--- src/rtl/hazard_pkg.sv ---
// Shared constants for the hazard/stall control unit: FSM encoding, default
// register-index width and the hardwired-zero register index.
package hazard_pkg;

   localparam int unsigned REG_ADDR_W_DEF = 5;
   localparam int unsigned X0_IDX         = 0;

   typedef enum logic {
      HS_IDLE   = 1'b0,
      HS_LSTALL = 1'b1
   } hs_state_e;

endpackage

--- src/rtl/hazard_cmp.sv ---
// Source-vs-destination register compare for one operand, masked by the
// operand's use bit and by x0 (which never carries a dependency).
module hazard_cmp
   import hazard_pkg::*;
#(
   parameter int unsigned REG_ADDR_W = REG_ADDR_W_DEF
) (
   input  logic [REG_ADDR_W-1:0] rs,
   input  logic                  rs_used,
   input  logic [REG_ADDR_W-1:0] rd,
   output logic                  match
);

   assign match = rs_used && (rs == rd) && (rd != REG_ADDR_W'(X0_IDX));

endmodule

--- src/rtl/hazard_stall_unit.sv ---
// Load-use stall, memory freeze and branch flush control beside the ID stage.
// Optional event counters are built when HAZ_PERF_CNT_EN is defined.
module hazard_stall_unit
   import hazard_pkg::*;
#(
   parameter int unsigned REG_ADDR_W = REG_ADDR_W_DEF,
   parameter int unsigned LOAD_LAT   = 1,
   parameter int unsigned CNT_W      = 4
) (
   input  logic                  clk,
   input  logic                  rst_n,
   input  logic [REG_ADDR_W-1:0] id_rs1,
   input  logic [REG_ADDR_W-1:0] id_rs2,
   input  logic                  id_rs1_used,
   input  logic                  id_rs2_used,
   input  logic [REG_ADDR_W-1:0] ex_rd,
   input  logic                  ex_mem_read,
   input  logic                  mem_ready,
   input  logic                  branch_taken,
   output logic                  pc_en,
   output logic                  ifid_en,
   output logic                  ifid_flush,
   output logic                  idex_bubble,
   output logic                  pipe_en,
   output logic                  stall
`ifdef HAZ_PERF_CNT_EN
   ,
   output logic [31:0]           stall_cycles,
   output logic [31:0]           freeze_cycles,
   output logic [31:0]           flush_count
`endif
);

   hs_state_e        state_q, state_d;
   logic [CNT_W-1:0] cnt_q, cnt_d;
   logic             rs1_match, rs2_match, haz, stall_req;

   hazard_cmp #(.REG_ADDR_W(REG_ADDR_W)) u_cmp_rs1 (
      .rs      (id_rs1),
      .rs_used (id_rs1_used),
      .rd      (ex_rd),
      .match   (rs1_match)
   );

   hazard_cmp #(.REG_ADDR_W(REG_ADDR_W)) u_cmp_rs2 (
      .rs      (id_rs2),
      .rs_used (id_rs2_used),
      .rd      (ex_rd),
      .match   (rs2_match)
   );

   assign haz       = ex_mem_read && (rs1_match || rs2_match);
   assign stall_req = haz || (state_q == HS_LSTALL);

   // Outputs follow reset immediately, so rst_n is part of the decode.
   always_comb begin
      pc_en       = 1'b1;
      ifid_en     = 1'b1;
      ifid_flush  = 1'b0;
      idex_bubble = 1'b0;
      pipe_en     = 1'b1;
      stall       = 1'b0;
      if (!rst_n) begin
         pc_en       = 1'b0;
         ifid_en     = 1'b0;
         pipe_en     = 1'b0;
         idex_bubble = 1'b1;
         stall       = 1'b1;
      end else if (!mem_ready) begin
         pc_en   = 1'b0;
         ifid_en = 1'b0;
         pipe_en = 1'b0;
         stall   = 1'b1;
      end else if (branch_taken) begin
         ifid_flush  = 1'b1;
         idex_bubble = 1'b1;
      end else if (stall_req) begin
         pc_en       = 1'b0;
         ifid_en     = 1'b0;
         idex_bubble = 1'b1;
         stall       = 1'b1;
      end
   end

   always_comb begin
      state_d = state_q;
      cnt_d   = cnt_q;
      if (mem_ready) begin
         if (branch_taken) begin
            // The hazard belongs to a wrong-path instruction.
            state_d = HS_IDLE;
            cnt_d   = '0;
         end else begin
            unique case (state_q)
               HS_IDLE: begin
                  if (haz && (LOAD_LAT > 1)) begin
                     state_d = HS_LSTALL;
                     cnt_d   = CNT_W'(LOAD_LAT - 1);
                  end
               end
               HS_LSTALL: begin
                  if (cnt_q == CNT_W'(1)) begin
                     state_d = HS_IDLE;
                     cnt_d   = '0;
                  end else begin
                     cnt_d = cnt_q - CNT_W'(1);
                  end
               end
               default: begin
                  state_d = HS_IDLE;
                  cnt_d   = '0;
               end
            endcase
         end
      end
   end

   always_ff @(posedge clk or negedge rst_n) begin
      if (!rst_n) begin
         state_q <= HS_IDLE;
         cnt_q   <= '0;
      end else begin
         state_q <= state_d;
         cnt_q   <= cnt_d;
      end
   end

`ifdef HAZ_PERF_CNT_EN
   logic [31:0] stall_cycles_q, freeze_cycles_q, flush_count_q;
   logic        stall_ev, freeze_ev, flush_ev;

   assign freeze_ev = !mem_ready;
   assign flush_ev  = mem_ready && branch_taken;
   assign stall_ev  = mem_ready && !branch_taken && stall_req;

   // Saturating event counters.
   always_ff @(posedge clk or negedge rst_n) begin
      if (!rst_n) begin
         stall_cycles_q  <= '0;
         freeze_cycles_q <= '0;
         flush_count_q   <= '0;
      end else begin
         if (stall_ev && (stall_cycles_q != '1))   stall_cycles_q  <= stall_cycles_q + 32'd1;
         if (freeze_ev && (freeze_cycles_q != '1)) freeze_cycles_q <= freeze_cycles_q + 32'd1;
         if (flush_ev && (flush_count_q != '1))    flush_count_q   <= flush_count_q + 32'd1;
      end
   end

   assign stall_cycles  = stall_cycles_q;
   assign freeze_cycles = freeze_cycles_q;
   assign flush_count   = flush_count_q;
`endif

endmodule

--- config.mk ---
export PLATFORM = sky130hd
export DESIGN_NAME = hazard_stall_unit
export DESIGN_NICKNAME = d
export VERILOG_FILES = /design/src/rtl/hazard_pkg.sv /design/src/rtl/hazard_cmp.sv /design/src/rtl/hazard_stall_unit.sv
export SDC_FILE = /design/constraint.sdc
export NUM_CORES = 1
export LEC_CHECK = 0
export BUFFER_PORTS_ARGS = -buffer_cell sky130_fd_sc_hd__buf_2
export CAP_MARGIN = 20
export CORE_AREA = 2 2 39 41
export DETAILED_ROUTE_END_ITERATION = 6
export DIE_AREA = 0 0 41 43
export PLACE_DENSITY = 0.71
export SKIP_LAST_GASP = 1
export SLEW_MARGIN = 5
export SYNTH_ARGS = -nofsm -noshare
export SYNTH_HDL_FRONTEND = slang
export SYNTH_HIERARCHICAL = 1
export SYNTH_SLANG_ARGS = --single-unit
--- constraint.sdc ---
create_clock -name clk -period 1.25 [get_ports clk]
set_input_delay 0.1875 -clock clk [delete_from_list [all_inputs] [get_ports clk]]
set_output_delay 0.1875 -clock clk [all_outputs]
set_load 0.02 [all_outputs]
==> metrics.txt, run 1 <==
# TYPE chip_impl_metric gauge
chip_impl_metric{name="overflow",unit=""} 0
chip_impl_metric{name="via_per_inst",unit=""} 4.98
chip_impl_info{name="layout.cells.most_common",value="sky130_fd_sc_hd__buf_2"} 1
chip_impl_metric{name="synth.area.mux_share",unit=""} 0
chip_impl_metric{name="number_of_clock_sinks",unit=""} 5
chip_impl_metric{name="yosys.area_share.simple",unit=""} 0.319
chip_impl_metric{name="syn-num-nets",unit=""} 81
chip_impl_metric{name="dp.final_hpwl",unit="um"} 922
chip_impl_metric{name="place.detailed.instances",unit=""} 100
chip_impl_metric{name="leak_pwr",unit="nW"} 0.361
chip_impl_info{name="hold_start",value="branch_taken"} 1
chip_impl_info{name="r2r-start",value="state_q$_DFFE_PN0P_"} 1
chip_impl_metric{name="detail_route.drc_violations",unit=""} 0
chip_impl_metric{name="io_pins",unit=""} 28
chip_impl_metric{name="antenna_violation_net_count_after_detailed_routing",unit=""} 0
chip_impl_metric{name="finClkSkew",unit="ns"} 0.00532
chip_impl_metric{name="maximum_number_of_pins_on_one_net_before_global_route_repair",unit=""} 10
chip_impl_metric{name="relSlewSlack",unit=""} 0.778
chip_impl_metric{name="fp.dieArea",unit="sq um"} 1760
chip_impl_info{name="combinational_family_with_the_most_area_after_synthesis",value="simple AND/OR/NAND/NOR gates"} 1
chip_impl_metric{name="synth_top_area_share",unit=""} 0.262
chip_impl_metric{name="totalPowerFinal",unit="mW"} 0.755
chip_impl_metric{name="global_route.usage.total",unit=""} 0.153
chip_impl_metric{name="initial_utilization",unit=""} 0.345
chip_impl_metric{name="place_ws",unit="ns"} -0.423
chip_impl_metric{name="period_minus_slack",unit="ns"} 1.57
chip_impl_metric{name="clock_path_buffers",unit=""} 2
chip_impl_metric{name="power_per_cell_area",unit="nW/um^2"} 981
chip_impl_metric{name="postLayoutCellArea",unit="sq um"} 769
chip_impl_metric{name="port_buffers",unit=""} 27
chip_impl_metric{name="tns",unit="ns"} -1.14
chip_impl_info{name="worst_hold_path_type",value="primary input to register"} 1
chip_impl_metric{name="critical_path.max_fanout",unit=""} 2
chip_impl_info{name="mostFrequentLayoutCells",value="21 x sky130_fd_sc_hd__buf_2, 6 x sky130_fd_sc_hd__xor2_1, 5 x sky130_fd_sc_hd__nand2_1, 5 x sky130_fd_sc_hd__dfrtp_1"} 1
chip_impl_metric{name="grt_first_pass_wirelength",unit="um"} 1840
chip_impl_metric{name="max-vdd-ir-drop",unit="mV"} 0.593
chip_impl_metric{name="first_pass_detailed_route_iteration_total",unit=""} 3
chip_impl_metric{name="die_w",unit="um"} 41
chip_impl_info{name="netlist_top_cells_area",value="sky130_fd_sc_hd__dfrtp_1 26%, sky130_fd_sc_hd__xor2_1 11%, sky130_fd_sc_hd__o21ai_0 7.3%"} 1
chip_impl_metric{name="hold_violations",unit=""} 0
chip_impl_metric{name="final_layout_size_suffix_gt1_frac",unit=""} 0.505
chip_impl_metric{name="layout_setup_ws",unit="ns"} -0.321
chip_impl_metric{name="die_span_in_y",unit="um"} 43
chip_impl_metric{name="post_layout_util",unit=""} 0.556
chip_impl_metric{name="grt_antenna_before_repair",unit=""} 0
chip_impl_metric{name="clk_pin_slew",unit="ns"} 0.05
chip_impl_metric{name="fp-row-count",unit=""} 14
chip_impl_info{name="outcome",value="finished with violations"} 1
chip_impl_info{name="cell_at_the_root_of_the_clock_tree",value="sky130_fd_sc_hd__clkbuf_4"} 1
chip_impl_info{name="setup.worst_path.end_class",value="primary output"} 1
chip_impl_metric{name="xor_xnor_fraction_of_synth_area",unit=""} 0.147
chip_impl_metric{name="later_pin_clock_latency_in_the_skew_report",unit="ns"} 0.25
chip_impl_metric{name="report.final.slew_viol_count",unit=""} 0
chip_impl_metric{name="hold_path_depth",unit=""} 2
chip_impl_metric{name="hold_slack",unit="ns"} 0.257
chip_impl_metric{name="r2r_cells",unit=""} 3
chip_impl_info{name="failed_checks",value="setup timing"} 1
chip_impl_metric{name="yosysUniqueCellTypes",unit=""} 27
chip_impl_metric{name="grt_pass1_vias",unit=""} 506
chip_impl_metric{name="worstMarginPinSlew",unit="ns"} 0.333
chip_impl_metric{name="htree_num_levels",unit=""} 1
chip_impl_info{name="setup.worst_path.class",value="primary input to primary output"} 1
chip_impl_metric{name="fmax",unit="MHz"} 636
chip_impl_metric{name="synthesis.area_per_instance",unit="sq um"} 8.39
chip_impl_metric{name="final_routed_wirelength",unit="um"} 1280
chip_impl_metric{name="setup.reg_to_reg.worst_slack",unit="ns"} 0.04
chip_impl_metric{name="layout.cells.non_filler",unit=""} 107
chip_impl_metric{name="compound_gate_portion_of_the_synthesized_area",unit=""} 0.188
chip_impl_info{name="timing.hold.worst_endpoint",value="cnt_q[1]$_DFFE_PN0P_"} 1
chip_impl_metric{name="diodes",unit=""} 0
chip_impl_metric{name="post_synth_inst_count",unit=""} 57
chip_impl_info{name="synth_area_leader_cell",value="sky130_fd_sc_hd__dfrtp_1"} 1
chip_impl_metric{name="average_wire_per_standard_cell",unit="um"} 11.9
chip_impl_metric{name="gpl.final_weighted_congestion",unit=""} 0.834
chip_impl_metric{name="final_nets",unit=""} 116
chip_impl_metric{name="synthesis_to_finish_area_growth",unit="%"} 61.0
chip_impl_metric{name="synthesized_cell_area",unit="sq um"} 478
chip_impl_metric{name="synthesis.yosys.warnings",unit=""} 6
chip_impl_metric{name="routed-via-count",unit=""} 533
chip_impl_info{name="grt_setup_unrepaired",value="true"} 1
chip_impl_info{name="cts_tree",value="built"} 1
chip_impl_metric{name="setup_viol",unit=""} 4
chip_impl_metric{name="cts_inserted_buffers",unit=""} 3
chip_impl_metric{name="max-cap-violations",unit=""} 0
chip_impl_info{name="cp-start-kind",value="primary input"} 1
chip_impl_metric{name="synth_adder_area_share",unit=""} 0.0524
chip_impl_metric{name="drt_iter0_markers",unit=""} 5
chip_impl_metric{name="seq_area_frac_synth",unit=""} 0.262
chip_impl_metric{name="cp.arrival",unit="ns"} 1.38
chip_impl_metric{name="fin_crit_sh",unit=""} 1.26
chip_impl_metric{name="worst_ep_required_time",unit="ns"} 1.06
chip_impl_metric{name="placedInstanceArea",unit="sq um"} 634
chip_impl_metric{name="ys_seq_elements",unit=""} 5
chip_impl_info{name="r2r_end",value="cnt_q[3]$_DFFE_PN0P_"} 1
chip_impl_metric{name="design.core.area",unit="sq um"} 1380
[cell families after synthesis]
kind of cell	after synthesis
compound gates	13
xor+xnor	8
fa+ha+maj	2
buf+inv	3
flops	5
simple gates	26
[layer usage]
metal,up-vias,global-route usage,share of wire
met4,0,0.100,0.020
li1,271,-,-
met2,25,0.266,0.47
met5,-,0,0
met3,3,0.0314,0.11
met1,234,0.150,0.40
[area by class of cell]
type / instances / area [sq um]
tap: 16 / 20.0
fill: 123 / 614
inverter: 2 / 7.51
clock buffer: 4 / 26.3
timing repair buffer: 31 / 205
sequential: 5 / 125
multi-input combinational: 49 / 385
[cell usage after synthesis]
cell type and instances:
sky130_fd_sc_hd__a22oi_1 1, sky130_fd_sc_hd__and2_1 2, sky130_fd_sc_hd__and2b_2 1, sky130_fd_sc_hd__and3_2 1, sky130_fd_sc_hd__and4_1 2, sky130_fd_sc_hd__buf_4 1, sky130_fd_sc_hd__dfrtp_1 5, sky130_fd_sc_hd__ha_1 2
sky130_fd_sc_hd__inv_1 2, sky130_fd_sc_hd__nand2_1 5, sky130_fd_sc_hd__nand2b_1 1, sky130_fd_sc_hd__nand3_1 1, sky130_fd_sc_hd__nand3b_1 1, sky130_fd_sc_hd__nor2_1 2, sky130_fd_sc_hd__nor2b_1 1, sky130_fd_sc_hd__nor3_1 2
sky130_fd_sc_hd__nor3b_1 1, sky130_fd_sc_hd__nor4_1 2, sky130_fd_sc_hd__o21a_1 2, sky130_fd_sc_hd__o21ai_0 7, sky130_fd_sc_hd__o21ai_2 1, sky130_fd_sc_hd__o31ai_1 1, sky130_fd_sc_hd__o41ai_2 1, sky130_fd_sc_hd__or2_1 3
sky130_fd_sc_hd__or3_1 1, sky130_fd_sc_hd__xnor2_1 2, sky130_fd_sc_hd__xor2_1 6
[worst max-delay path by stage]
stage                         start      end  slack (ns)  cells after the start
final                     id_rs2[2]  ifid_en       -0.32                      8
after global routing      id_rs2[0]  ifid_en       -0.42                      8
after CTS                  ex_rd[1]  ifid_en       -0.33                      8
after detailed placement   ex_rd[1]  ifid_en       -0.42                      8
after global placement     ex_rd[1]  ifid_en       -0.43                      8
after floorplan            ex_rd[1]    pc_en       -0.24                      7
[what timing repair did]
item / 4_1_cts / 5_1_grt
pin swaps: 10 / 3
buffers inserted: 1 / 1
endpoints found under the setup margin: 5 / 6
gates cloned: 0 / 0
endpoints found under the hold margin: 5 / 0
hold buffers: 1 / 0
gates resized for setup: 15 / 6
[power by group]
part,switching [mW],internal [mW]
Combinational,0.146,0.178
Sequential,0.0416,0.200
Clock,0.0684,0.121
Total,0.256,0.499
[critical path: stages]
cell                     delay, ns
sky130_fd_sc_hd__buf_2        0.12
sky130_fd_sc_hd__xor2_1       0.15
sky130_fd_sc_hd__nor3_1       0.17
sky130_fd_sc_hd__and4_1       0.21
sky130_fd_sc_hd__o21a_1       0.16
sky130_fd_sc_hd__nor2_2       0.04
sky130_fd_sc_hd__o21a_2       0.21
sky130_fd_sc_hd__buf_6        0.13
[sequential cells by signal, summed over array words and instances (netlist names)]
signal / flops
cnt_q: 4
state_q: 1
(Power assumes the default switching activity.)
==> inputs of run 2 (changes only) <==
TNS_END_PERCENT = 30   (was not set)
==> run 2 against run 1 <==
  * The flow still finishes with violations (setup timing)
  * Register-to-register slack about the same
  * Sequential power down 4%
  * Cell count unchanged
  * Flip-flop and latch count unchanged
  * Critical endpoint is now pc_en
  * Highest routed layer unchanged
  * Total power down 4.3%
  * Non-clock buffer count unchanged
  * Clock power down 3%
  * Clock skew down 0.0050 ns
  * Critical path type unchanged
  * Worst hold slack worse by 0.0084 ns
  * Largest power group unchanged
==> metrics.txt, run 2 (same netlist as run 1, synthesis figures left out) <==
# TYPE chip_impl_metric gauge
chip_impl_metric{name="initial_utilization",unit=""} 0.345
chip_impl_metric{name="antenna_violation_net_count_after_detailed_routing",unit=""} 0
chip_impl_info{name="setup.worst_path.end_class",value="primary output"} 1
chip_impl_info{name="max_flop_register",value="cnt_q"} 1
chip_impl_metric{name="number_of_clock_sinks",unit=""} 5
chip_impl_metric{name="hold_path_depth",unit=""} 2
chip_impl_metric{name="fp-row-count",unit=""} 14
chip_impl_metric{name="finClkSkew",unit="ns"} 0.000311
chip_impl_metric{name="global_route.usage.total",unit=""} 0.174
chip_impl_metric{name="r2r_cells",unit=""} 3
chip_impl_metric{name="met2WireLength",unit="um"} 614
chip_impl_metric{name="setup_viol",unit=""} 4
chip_impl_metric{name="detail_route.drc_violations",unit=""} 0
chip_impl_metric{name="layout.cells.non_filler",unit=""} 107
chip_impl_info{name="grt_setup_unrepaired",value="true"} 1
chip_impl_metric{name="design.core.area",unit="sq um"} 1380
chip_impl_metric{name="gpl.final_weighted_congestion",unit=""} 0.748
chip_impl_metric{name="overflow",unit=""} 0
chip_impl_metric{name="placedInstanceArea",unit="sq um"} 649
chip_impl_metric{name="clk_pin_slew",unit="ns"} 0.04
chip_impl_metric{name="worstMarginPinSlew",unit="ns"} 0.287
chip_impl_metric{name="die_w",unit="um"} 41
chip_impl_metric{name="fmax",unit="MHz"} 641
chip_impl_info{name="cell_at_the_root_of_the_clock_tree",value="sky130_fd_sc_hd__clkbuf_4"} 1
chip_impl_metric{name="diodes",unit=""} 0
chip_impl_metric{name="sequential_cell_area",unit="sq um"} 125
chip_impl_metric{name="place.detailed.instances",unit=""} 102
chip_impl_metric{name="grt_antenna_before_repair",unit=""} 0
chip_impl_info{name="layout.cells.most_common",value="sky130_fd_sc_hd__buf_2"} 1
chip_impl_info{name="biggestRegsByFlops",value="cnt_q (4), state_q (1)"} 1
chip_impl_info{name="failed_checks",value="setup timing"} 1
chip_impl_metric{name="average_wire_per_standard_cell",unit="um"} 12.1
chip_impl_metric{name="detailroute.wirelength.met3",unit="um"} 131
chip_impl_metric{name="first_pass_detailed_route_iteration_total",unit=""} 2
chip_impl_metric{name="leak_pwr",unit="nW"} 0.357
chip_impl_metric{name="critical_path.max_fanout",unit=""} 4
chip_impl_metric{name="place_ws",unit="ns"} -0.419
chip_impl_metric{name="grt_first_pass_wirelength",unit="um"} 1970
chip_impl_metric{name="setup.reg_to_reg.worst_slack",unit="ns"} 0.03
chip_impl_metric{name="via_per_inst",unit=""} 4.91
chip_impl_info{name="mostFrequentLayoutCells",value="20 x sky130_fd_sc_hd__buf_2, 7 x sky130_fd_sc_hd__buf_6, 6 x sky130_fd_sc_hd__xor2_1"} 1
chip_impl_metric{name="grt_pass1_vias",unit=""} 475
chip_impl_metric{name="flip_flop_count_of_the_largest_register_all_copies_and_words_added",unit=""} 4
chip_impl_metric{name="worst_ep_required_time",unit="ns"} 1.06
chip_impl_metric{name="final_layout_size_suffix_gt1_frac",unit=""} 0.451
chip_impl_metric{name="met1_length",unit="um"} 511
chip_impl_metric{name="relSlewSlack",unit=""} 0.808
chip_impl_metric{name="cts_inserted_buffers",unit=""} 3
chip_impl_metric{name="max-cap-violations",unit=""} 0
chip_impl_metric{name="drt_iter0_markers",unit=""} 3
chip_impl_metric{name="htree_num_levels",unit=""} 1
chip_impl_metric{name="synthesis_to_finish_area_growth",unit="%"} 57.6
chip_impl_metric{name="later_pin_clock_latency_in_the_skew_report",unit="ns"} 0.24
chip_impl_metric{name="maximum_number_of_pins_on_one_net_before_global_route_repair",unit=""} 10
chip_impl_metric{name="cts_post_setup_buffers_inserted",unit=""} 0
chip_impl_info{name="setup.worst_path.class",value="primary input to primary output"} 1
chip_impl_info{name="cts_tree",value="built"} 1
chip_impl_metric{name="final_routed_wirelength",unit="um"} 1290
chip_impl_metric{name="hold_violations",unit=""} 0
chip_impl_metric{name="report.final.slew_viol_count",unit=""} 0
chip_impl_metric{name="power_per_cell_area",unit="nW/um^2"} 958
chip_impl_metric{name="final_nets",unit=""} 116
chip_impl_metric{name="fin_crit_sh",unit=""} 1.25
chip_impl_metric{name="fp.dieArea",unit="sq um"} 1760
chip_impl_metric{name="cp.arrival",unit="ns"} 1.37
chip_impl_metric{name="die_span_in_y",unit="um"} 43
chip_impl_metric{name="totalPowerFinal",unit="mW"} 0.722
chip_impl_metric{name="hold_slack",unit="ns"} 0.248
chip_impl_metric{name="multi_input_combinational_cell_area",unit="sq um"} 363
chip_impl_metric{name="port_buffers",unit=""} 27
chip_impl_metric{name="io_pins",unit=""} 28
chip_impl_metric{name="max-vdd-ir-drop",unit="mV"} 0.591
chip_impl_metric{name="fill_cells",unit=""} 137
chip_impl_metric{name="layout_setup_ws",unit="ns"} -0.310
chip_impl_metric{name="period_minus_slack",unit="ns"} 1.56
chip_impl_info{name="outcome",value="finished with violations"} 1
chip_impl_metric{name="dp.final_hpwl",unit="um"} 1010
chip_impl_info{name="highest_layer",value="met4"} 1
chip_impl_metric{name="clock_path_buffers",unit=""} 2
chip_impl_metric{name="postLayoutCellArea",unit="sq um"} 753
chip_impl_info{name="worst_hold_path_type",value="primary input to register"} 1
chip_impl_metric{name="routed-via-count",unit=""} 525
chip_impl_info{name="cp-start-kind",value="primary input"} 1
run 2: cell count changes in the layout (fill, tap and decap cells not counted):
cell | before | now
sky130_fd_sc_hd__a22oi_1 | 0 | 1
sky130_fd_sc_hd__a22oi_2 | 1 | 0
sky130_fd_sc_hd__buf_2 | 21 | 20
sky130_fd_sc_hd__buf_4 | 4 | 3
sky130_fd_sc_hd__buf_6 | 4 | 7
sky130_fd_sc_hd__buf_8 | 1 | 0
sky130_fd_sc_hd__ha_1 | 1 | 2
sky130_fd_sc_hd__ha_2 | 1 | 0
sky130_fd_sc_hd__nand3_1 | 0 | 1
sky130_fd_sc_hd__nand3_2 | 1 | 0
sky130_fd_sc_hd__nor3b_1 | 0 | 1
sky130_fd_sc_hd__nor3b_2 | 1 | 0
sky130_fd_sc_hd__or3_1 | 0 | 1
sky130_fd_sc_hd__or3_4 | 1 | 0
run 2: path summary, 6_finish.rpt:
kind | from | endpoint
max in group asynchronous | rst_n | cnt_q[2]$_DFFE_PN0P_
worst max-delay path | ex_rd[1] | pc_en
worst min register to register | cnt_q[1]$_DFFE_PN0P_ | cnt_q[1]$_DFFE_PN0P_
min in group asynchronous | rst_n | state_q$_DFFE_PN0P_
worst max register to register | cnt_q[0]$_DFFE_PN0P_ | cnt_q[3]$_DFFE_PN0P_
worst min-delay path | branch_taken | cnt_q[1]$_DFFE_PN0P_
run 2: critical path: stages:
cell and delay (ns):
sky130_fd_sc_hd__buf_6 0.11, sky130_fd_sc_hd__nor4_2 0.28, sky130_fd_sc_hd__o21ai_1 0.08, sky130_fd_sc_hd__and4_1 0.15
sky130_fd_sc_hd__o21a_1 0.20, sky130_fd_sc_hd__nor2_2 0.10, sky130_fd_sc_hd__o21a_2 0.15, sky130_fd_sc_hd__buf_6 0.12
run 2: where the power goes:
part	leakage, nW	switching (mW)	internal (mW)
Combinational	0.277	0.140	0.165
Clock	0.0150	0.0636	0.121
Sequential	0.0651	0.0325	0.200
Total	0.357	0.236	0.485
run 2: final cells by class:
cell class / instances / share of cell area
Multi-Input combinational cell: 49 / 0.482
Timing Repair Buffer: 31 / 0.281
Sequential cell: 5 / 0.166
Clock buffer: 4 / 0.0349
Tap cell: 16 / 0.0266
Inverter: 2 / 0.00997
run 2: repair_timing:
action | in CTS | in global routing
hold buffers | 1 | 0
endpoints found under the hold margin | 5 | 0
endpoints found under the setup margin | 4 | 6
gates resized for setup | 15 | 1
pin swaps | 10 | 3
run 2: stage by stage:
step                setup TNS (ns)  utilization
CTS                          -1.15        0.542
floorplan                   -0.476            -
global route                 -1.50        0.544
global placement             -1.48        0.469
finish                       -1.13        0.544
detailed placement           -1.45        0.469
run 2: per-layer routing:
layer,vias to the layer above,global-route usage
li1,273,-
met1,225,0.197
met2,23,0.269
met3,4,0.0262
met4,0,0.140
met5,-,0
